`config.mk`:
```
export PLATFORM = sky130hd
export DESIGN_NAME = id_ex_hazard_ctrl_flat
export DESIGN_NICKNAME = d
export VERILOG_FILES = /design/src/rtl/id_ex_hazard_if.sv /design/src/rtl/id_ex_hazard_ctrl.sv /design/src/flat_wrapper.sv
export SDC_FILE = /design/constraint.sdc
export NUM_CORES = 1
export LEC_CHECK = 0
export ABC_AREA = 1
export CELL_PAD_IN_SITES_DETAIL_PLACEMENT = 1
export CELL_PAD_IN_SITES_GLOBAL_PLACEMENT = 2
export CORE_ASPECT_RATIO = 1.25
export CORE_MARGIN = 4
export CORE_UTILIZATION = 17
export DETAILED_ROUTE_END_ITERATION = 8
export PLACE_DENSITY_LB_ADDON = 0.08
export SYNTH_ARGS = -nofsm -noshare
export SYNTH_HDL_FRONTEND = slang
export SYNTH_SLANG_ARGS = --single-unit
```
`constraint.sdc`:
```
create_clock -name clk -period 2.35 [get_ports clk]
set_input_delay 0.47 -clock clk [delete_from_list [all_inputs] [get_ports clk]]
set_output_delay 0.47 -clock clk [all_outputs]
set_load 0.02 [all_outputs]
```
`src/rtl/id_ex_hazard_if.sv`:
```
// Pipeline sequencing bundle between the hazard controller and the IF/ID, ID/EX, PC registers.
// HAZARD_PERF_CNT_EN adds the stall_cycles performance counter output.
interface id_ex_hazard_if #(
    parameter int unsigned REG_ID_WIDTH = 5
`ifdef HAZARD_PERF_CNT_EN
    ,
    parameter int unsigned CNT_WIDTH    = 32
`endif
);
    logic                    id_valid;
    logic [REG_ID_WIDTH-1:0] id_rs1;
    logic [REG_ID_WIDTH-1:0] id_rs2;
    logic                    id_uses_rs1;
    logic                    id_uses_rs2;
    logic [REG_ID_WIDTH-1:0] ex_dest;
    logic                    ex_mem_read;
    logic                    ex_reg_write;
    logic                    redirect;
    logic                    mem_busy;
    logic                    fetch_busy;

    logic                    pc_write_en;
    logic                    if_id_write_en;
    logic                    id_ex_write_en;
    logic                    id_ex_bubble;
    logic                    if_id_flush;
    logic                    id_ex_flush;
    logic [1:0]              ctrl_state;
`ifdef HAZARD_PERF_CNT_EN
    logic [CNT_WIDTH-1:0]    stall_cycles;
`endif

    modport master (
        output id_valid, id_rs1, id_rs2, id_uses_rs1, id_uses_rs2,
        output ex_dest, ex_mem_read, ex_reg_write, redirect, mem_busy, fetch_busy,
        input  pc_write_en, if_id_write_en, id_ex_write_en, id_ex_bubble,
        input  if_id_flush, id_ex_flush, ctrl_state
`ifdef HAZARD_PERF_CNT_EN
        ,
        input  stall_cycles
`endif
    );

    modport slave (
        input  id_valid, id_rs1, id_rs2, id_uses_rs1, id_uses_rs2,
        input  ex_dest, ex_mem_read, ex_reg_write, redirect, mem_busy, fetch_busy,
        output pc_write_en, if_id_write_en, id_ex_write_en, id_ex_bubble,
        output if_id_flush, id_ex_flush, ctrl_state
`ifdef HAZARD_PERF_CNT_EN
        ,
        output stall_cycles
`endif
    );
endinterface

```
`src/rtl/id_ex_hazard_ctrl.sv`:
```
// Load-use / memory-freeze / redirect-squash sequencing for the IF/ID and ID/EX registers and PC.
// HAZARD_PERF_CNT_EN adds a saturating stall-cycle counter.
module id_ex_hazard_ctrl #(
    parameter int unsigned REG_ID_WIDTH = 5,
    parameter int unsigned FLUSH_CYCLES = 1
`ifdef HAZARD_PERF_CNT_EN
    ,
    parameter int unsigned CNT_WIDTH    = 32
`endif
) (
    input  logic            clk,
    input  logic            reset,
    id_ex_hazard_if.slave   bus
);
    localparam int unsigned     FCNT_W      = 3;
    localparam logic [FCNT_W-1:0] FLUSH_RELOAD = FCNT_W'(FLUSH_CYCLES - 1);
    localparam bit              MULTI_FLUSH = (FLUSH_CYCLES > 1);

    typedef enum logic [1:0] {
        RUN        = 2'd0,
        LOAD_STALL = 2'd1,
        MEM_WAIT   = 2'd2,
        FLUSH      = 2'd3
    } state_e;

    state_e             state_q, state_d;
    logic [FCNT_W-1:0]  fcnt_q, fcnt_d;

    logic [REG_ID_WIDTH-1:0] rs1, rs2, dest;
    logic hz;
    logic pc_we, ifid_we, idex_we, bubble, ifid_fl, idex_fl;

    assign rs1  = bus.id_rs1;
    assign rs2  = bus.id_rs2;
    assign dest = bus.ex_dest;

    // Load in EX writing a register the ID instruction reads; x0 never hazards.
    assign hz = bus.id_valid & bus.ex_mem_read & bus.ex_reg_write & (dest != '0) &
                ((bus.id_uses_rs1 & (rs1 == dest)) | (bus.id_uses_rs2 & (rs2 == dest)));

    always_ff @(posedge clk or negedge reset) begin
        if (!reset) begin
            state_q <= RUN;
            fcnt_q  <= '0;
        end else begin
            state_q <= state_d;
            fcnt_q  <= fcnt_d;
        end
    end

    // Next state and pipeline controls; priority mem_busy > redirect > hz > fetch_busy.
    always_comb begin
        state_d = state_q;
        fcnt_d  = fcnt_q;
        pc_we   = 1'b0;
        ifid_we = 1'b0;
        idex_we = 1'b0;
        bubble  = 1'b0;
        ifid_fl = 1'b0;
        idex_fl = 1'b0;
        unique case (state_q)
            RUN, LOAD_STALL, MEM_WAIT: begin
                if (bus.mem_busy) begin
                    state_d = MEM_WAIT;
                end else if (bus.redirect) begin
                    pc_we   = 1'b1;
                    ifid_we = 1'b1;
                    idex_we = 1'b1;
                    ifid_fl = 1'b1;
                    idex_fl = 1'b1;
                    if (MULTI_FLUSH) begin
                        fcnt_d  = FLUSH_RELOAD;
                        state_d = FLUSH;
                    end else begin
                        state_d = RUN;
                    end
                end else if (state_q != LOAD_STALL && (hz || bus.fetch_busy)) begin
                    idex_we = 1'b1;
                    bubble  = 1'b1;
                    state_d = hz ? LOAD_STALL : RUN;
                end else begin
                    pc_we   = 1'b1;
                    ifid_we = 1'b1;
                    idex_we = 1'b1;
                    state_d = RUN;
                end
            end
            FLUSH: begin
                if (!bus.mem_busy) begin
                    pc_we   = 1'b1;
                    ifid_we = 1'b1;
                    idex_we = 1'b1;
                    ifid_fl = 1'b1;
                    idex_fl = 1'b1;
                    if (bus.redirect) begin
                        fcnt_d = FLUSH_RELOAD;
                    end else begin
                        fcnt_d = fcnt_q - FCNT_W'(1);
                        if (fcnt_q <= FCNT_W'(1)) begin
                            state_d = RUN;
                        end
                    end
                end
            end
            default: state_d = RUN;
        endcase
    end

    // Reset forces every control low independent of the inputs.
    assign bus.pc_write_en    = reset & pc_we;
    assign bus.if_id_write_en = reset & ifid_we;
    assign bus.id_ex_write_en = reset & idex_we;
    assign bus.id_ex_bubble   = reset & bubble;
    assign bus.if_id_flush    = reset & ifid_fl;
    assign bus.id_ex_flush    = reset & idex_fl;
    assign bus.ctrl_state     = state_q;

`ifdef HAZARD_PERF_CNT_EN
    logic [CNT_WIDTH-1:0] stall_q;

    always_ff @(posedge clk or negedge reset) begin
        if (!reset) begin
            stall_q <= '0;
        end else if (!pc_we && (stall_q != '1)) begin
            stall_q <= stall_q + CNT_WIDTH'(1);
        end
    end

    assign bus.stall_cycles = stall_q;
`endif

endmodule

```
`src/flat_wrapper.sv`:
```
// flat-port wrapper written by rule: the top's interface ports become plain ports
module id_ex_hazard_ctrl_flat 
#(
    parameter int unsigned REG_ID_WIDTH = 5,
    parameter int unsigned FLUSH_CYCLES = 1

)
  (clk, reset, bus_id_valid, bus_id_rs1, bus_id_rs2, bus_id_uses_rs1, bus_id_uses_rs2, bus_ex_dest, bus_ex_mem_read, bus_ex_reg_write, bus_redirect, bus_mem_busy, bus_fetch_busy, bus_pc_write_en, bus_if_id_write_en, bus_id_ex_write_en, bus_id_ex_bubble, bus_if_id_flush, bus_id_ex_flush, bus_ctrl_state);
  id_ex_hazard_if #(.REG_ID_WIDTH(REG_ID_WIDTH)) bus_i ();
  input  logic clk;
  input  logic reset;
  input wire logic [$bits(bus_i.id_valid)-1:0] bus_id_valid;
  input wire logic [$bits(bus_i.id_rs1)-1:0] bus_id_rs1;
  input wire logic [$bits(bus_i.id_rs2)-1:0] bus_id_rs2;
  input wire logic [$bits(bus_i.id_uses_rs1)-1:0] bus_id_uses_rs1;
  input wire logic [$bits(bus_i.id_uses_rs2)-1:0] bus_id_uses_rs2;
  input wire logic [$bits(bus_i.ex_dest)-1:0] bus_ex_dest;
  input wire logic [$bits(bus_i.ex_mem_read)-1:0] bus_ex_mem_read;
  input wire logic [$bits(bus_i.ex_reg_write)-1:0] bus_ex_reg_write;
  input wire logic [$bits(bus_i.redirect)-1:0] bus_redirect;
  input wire logic [$bits(bus_i.mem_busy)-1:0] bus_mem_busy;
  input wire logic [$bits(bus_i.fetch_busy)-1:0] bus_fetch_busy;
  output wire logic [$bits(bus_i.pc_write_en)-1:0] bus_pc_write_en;
  output wire logic [$bits(bus_i.if_id_write_en)-1:0] bus_if_id_write_en;
  output wire logic [$bits(bus_i.id_ex_write_en)-1:0] bus_id_ex_write_en;
  output wire logic [$bits(bus_i.id_ex_bubble)-1:0] bus_id_ex_bubble;
  output wire logic [$bits(bus_i.if_id_flush)-1:0] bus_if_id_flush;
  output wire logic [$bits(bus_i.id_ex_flush)-1:0] bus_id_ex_flush;
  output wire logic [$bits(bus_i.ctrl_state)-1:0] bus_ctrl_state;
  assign bus_i.id_valid = bus_id_valid;
  assign bus_i.id_rs1 = bus_id_rs1;
  assign bus_i.id_rs2 = bus_id_rs2;
  assign bus_i.id_uses_rs1 = bus_id_uses_rs1;
  assign bus_i.id_uses_rs2 = bus_id_uses_rs2;
  assign bus_i.ex_dest = bus_ex_dest;
  assign bus_i.ex_mem_read = bus_ex_mem_read;
  assign bus_i.ex_reg_write = bus_ex_reg_write;
  assign bus_i.redirect = bus_redirect;
  assign bus_i.mem_busy = bus_mem_busy;
  assign bus_i.fetch_busy = bus_fetch_busy;
  assign bus_pc_write_en = bus_i.pc_write_en;
  assign bus_if_id_write_en = bus_i.if_id_write_en;
  assign bus_id_ex_write_en = bus_i.id_ex_write_en;
  assign bus_id_ex_bubble = bus_i.id_ex_bubble;
  assign bus_if_id_flush = bus_i.if_id_flush;
  assign bus_id_ex_flush = bus_i.id_ex_flush;
  assign bus_ctrl_state = bus_i.ctrl_state;
  id_ex_hazard_ctrl #(.REG_ID_WIDTH(REG_ID_WIDTH), .FLUSH_CYCLES(FLUSH_CYCLES)) u_core (.clk(clk), .reset(reset), .bus(bus_i));
endmodule
```
==> results of run 1 <==
[final cells by class]
| type | count | area (µm²) |
|---|---|---|
| Tap cell | 36 | 45.0 |
| Multi-Input combinational cell | 66 | 313 |
| Clock buffer | 4 | 26.3 |
| Timing Repair Buffer | 37 | 364 |
| Sequential cell | 5 | 125 |
| Inverter | 21 | 78.8 |
| Fill cell | 383 | 1990 |
[worst paths after layout]
| check | from | slack, ps | to | cells past startpoint |
|---|---|---|---|---|
| max | bus_mem_busy | 80 | bus_id_ex_write_en | 5 |
| max in group asynchronous | reset | 1680 | u_core.bus.ctrl_state[0]$_DFFE_PN0P_ | 2 |
| min in group asynchronous | reset | 570 | u_core.fcnt_q[0]$_DFFE_PN0P_ | 2 |
| min reg2reg | u_core.fcnt_q[2]$_DFFE_PN0P_ | 560 | u_core.bus.ctrl_state[0]$_DFFE_PN0P_ | 2 |
| max reg2reg | u_core.fcnt_q[1]$_DFFE_PN0P_ | 1060 | u_core.bus.ctrl_state[1]$_DFFE_PN0P_ | 5 |
| min | u_core.fcnt_q[2]$_DFFE_PN0P_ | 560 | u_core.bus.ctrl_state[0]$_DFFE_PN0P_ | 2 |
[stage by stage]
stage | util | setup slack (ps) | hold WS [ps] | total power (W) | instance area (µm²)
5_1_grt | 0.323 | 12.7 | 574 | 0.000325 | 952
3_5_place_dp | 0.311 | -468 | 562 | 0.000210 | 915
4_1_cts | 0.314 | 3.10 | 570 | 0.000305 | 926
6_report | 0.323 | 79.5 | 559 | 0.000296 | 952
3_3_place_gp | 0.311 | -465 | 549 | 0.000209 | 915
2_1_floorplan | - | 354 | 174 | 0.000138 | 527
[metal layers]
metal  vias to the layer above  GRT usage
met2                        18      0.163
met5                         -          0
met4                         0     0.0541
met3                         2    0.00924
met1                       297     0.0739
li1                        358          -
[power groups by stage]
stage           clock, W  sequential (W)  combinational, W
4_1_cts        0.0000985       0.0000909          0.000115
3_5_place_dp           0       0.0000922          0.000118
3_3_place_gp           0       0.0000921          0.000117
6_report       0.0000932       0.0000909          0.000112
5_1_grt         0.000108       0.0000911          0.000126
2_1_floorplan          0       0.0000933         0.0000450
[timing repair]
action | in CTS | in global routing
hold buffers | 0 | 0
endpoints found under the setup margin | 5 | 3
resized for setup | 15 | 10
pin swaps | 0 | 2
[worst min-delay path, stage by stage, from the launching register on]
cell	delay [ps]
dfrtp_1	350
o41ai_1	100
o21ai_0	70
[flip-flops by register name, indices dropped and copies added (netlist names)]
signal and flops:
u_core.bus.ctrl_state 2, u_core.fcnt_q 3
[logic make-up (layout without fill, tap and decap cells)]
logic type | count (synthesis) | count (layout) | synth area share
simple gates | 54 | 54 | 0.425
buf+inv | 23 | 62 | 0.178
compound gates | 9 | 9 | 0.0950
flops | 5 | 5 | 0.238
fa+ha+maj | 2 | 2 | 0.0475
xor+xnor | 1 | 1 | 0.0166
[cells in the final DEF, fill, tap and decap left out, types with 3 or more instances in the layout]
cell type / netlist / routed
clkbuf_4: 0 / 3
nor2_1: 10 / 10
inv_1: 20 / 19
nand2_1: 34 / 34
buf_4: 2 / 5
dfrtp_1: 5 / 5
nand3_1: 3 / 3
clkdlybuf4s50_1: 0 / 20
nand2_2: 3 / 3
a21oi_1: 4 / 4
o21ai_0: 3 / 3
dlymetal6s2s_1: 0 / 7
==> out/qor.yml, run 1 <==
status:
  status: "complete, no violations"
synthesis:
  ys_seq_elements: 5
  synth_async_sr_flop_share: 1.00
  syn_area_per_cell_um2: 5.60
  synth_area_leaders: "nand2_1 24%, dfrtp_1 24%, inv_1 14%"
  ys_warn_count: 0
  synth_commonest_cells: "34 x nand2_1, 20 x inv_1, 10 x nor2_1"
  synth.most_common_cell: "nand2_1"
  synth_cell_types: 16
  synth_top_area_frac: 0.242
  synth_top_area_cell: "nand2_1"
  synth_edf_count: 0
  synth_cells: 94
  synth_ff_type: "dfrtp_1"
  synth_area_um2: 527
  ys_seq_area_frac: 0.238
  postSynthNetCount: 121
clock_tree:
  clockRootBuffer: "clkbuf_4"
  h-tree-depth: 1
  cts_tree: "done"
  clock_path_buffers: 2
  numCtsBuffers: 3
  cts_setup_buffers: 0
  worstSkewPairLatency_ps: 230
  cts.reportedPaths.clkPinSlew_ps: 40
  cts_sinks: 5
finish:
  fin_nets: 161
  syn_to_final_growth_pct: 80.8
  fin_cells: 169
  antenna_cells: 0
  drive_gt1_frac: 0.135
power_and_ir_drop:
  p_comb_frac: 0.378
  vdd_drop_max_mv: 0.126
  pwr-share-seq: 0.307
  internal_power_w: 0.000214
  power.share.switching: 0.276
  p_per_area_mw_per_mm2: 311
  p_leak_nw: 0.583
  p_switching_w: 0.0000818
  pwr-share-clk: 0.315
drt:
  num_vias: 675
  dr.max_layer_used: "met4"
  first_iter_violations: 1
  wire_per_inst_um: 9.39
  ant_nets: 0
  vias_per_cell: 3.99
  drt-met1-wl_um: 551
  drc: 0
  routed_wl_um: 1590
  wl_met2_um: 921
  wl_met3_um: 89
  firstDrtPassIters: 2
setup_path:
  start_kind: "primary input"
  cp_top_family: "buffers and inverters"
  endpoint_kind: "primary output"
  required_ps: 1880
  worst-path-buf-inv: 4
  path_class: "in2out"
  crit_chain: "clkdlybuf4s50_1, inv_1, nand2_1, inv_1, clkdlybuf4s50_1"
  cp_slowest_cell: "clkdlybuf4s50_1"
  max_stage_delay_ps: 590
  cp.arrival_ps: 1800
  worstPathMaxFanout: 4
floorplanning:
  fp.dieArea_mm2: 0.00406
  fp.dieH_um: 70.2
  die_w_um: 57.8
  initial_core_util: 0.179
  coreArea_mm2: 0.00295
  num_io_pins: 33
  num_rows: 22
timing:
  tns_ps: 0
  fin_skew_ps: 0.318
  setup_viol: 0
  layout_min_cycle_time_ps: 2270
  relSlewSlack: 0.744
  drv_slew: 0
  hold_viol_final: 0
  tightest_slew_ps: 379
  rsz0062_at_grt: "no"
  clock.fmax_mhz: 440
  fin_crit_sh: 0.966
global_routing:
  grt_max_degree: 7
  track_usage: 0.0825
  overflow: 0
  grt_pass1_vias: 698
  antenna_found_initial: 0
  grt_pass1_wl_um: 2680
placement:
  dpl.cell_count: 165
  routabilityCongestion: 0.730
  port_buffers: 32
  place_hpwl_um: 1470
job:
  max_cap_viol_count: 0
min_path:
  hp-class: "reg2reg"
Power figures use the tool's default switching activity.
==> inputs of run 2 (changes only) <==
--- a/config.mk
+++ b/config.mk
@@ -12,6 +12,7 @@
 export CORE_MARGIN = 4
 export CORE_UTILIZATION = 17
 export DETAILED_ROUTE_END_ITERATION = 8
+export HOLD_SLACK_MARGIN = 0.05
 export PLACE_DENSITY_LB_ADDON = 0.08
 export SYNTH_ARGS = -nofsm -noshare
 export SYNTH_HDL_FRONTEND = slang
==> results of run 2 <==
No change in the layout: final DEF, timing and power equal those of run 1.
==> inputs of run 3 (changes only) <==
--- a/config.mk
+++ b/config.mk
@@ -12,8 +12,8 @@
 export CORE_MARGIN = 4
 export CORE_UTILIZATION = 17
 export DETAILED_ROUTE_END_ITERATION = 8
-export HOLD_SLACK_MARGIN = 0.05
 export PLACE_DENSITY_LB_ADDON = 0.08
 export SYNTH_ARGS = -nofsm -noshare
 export SYNTH_HDL_FRONTEND = slang
 export SYNTH_SLANG_ARGS = --single-unit
+export TNS_END_PERCENT = 10
==> results of run 3 <==
No change in the layout: final DEF, timing and power equal those of run 1.
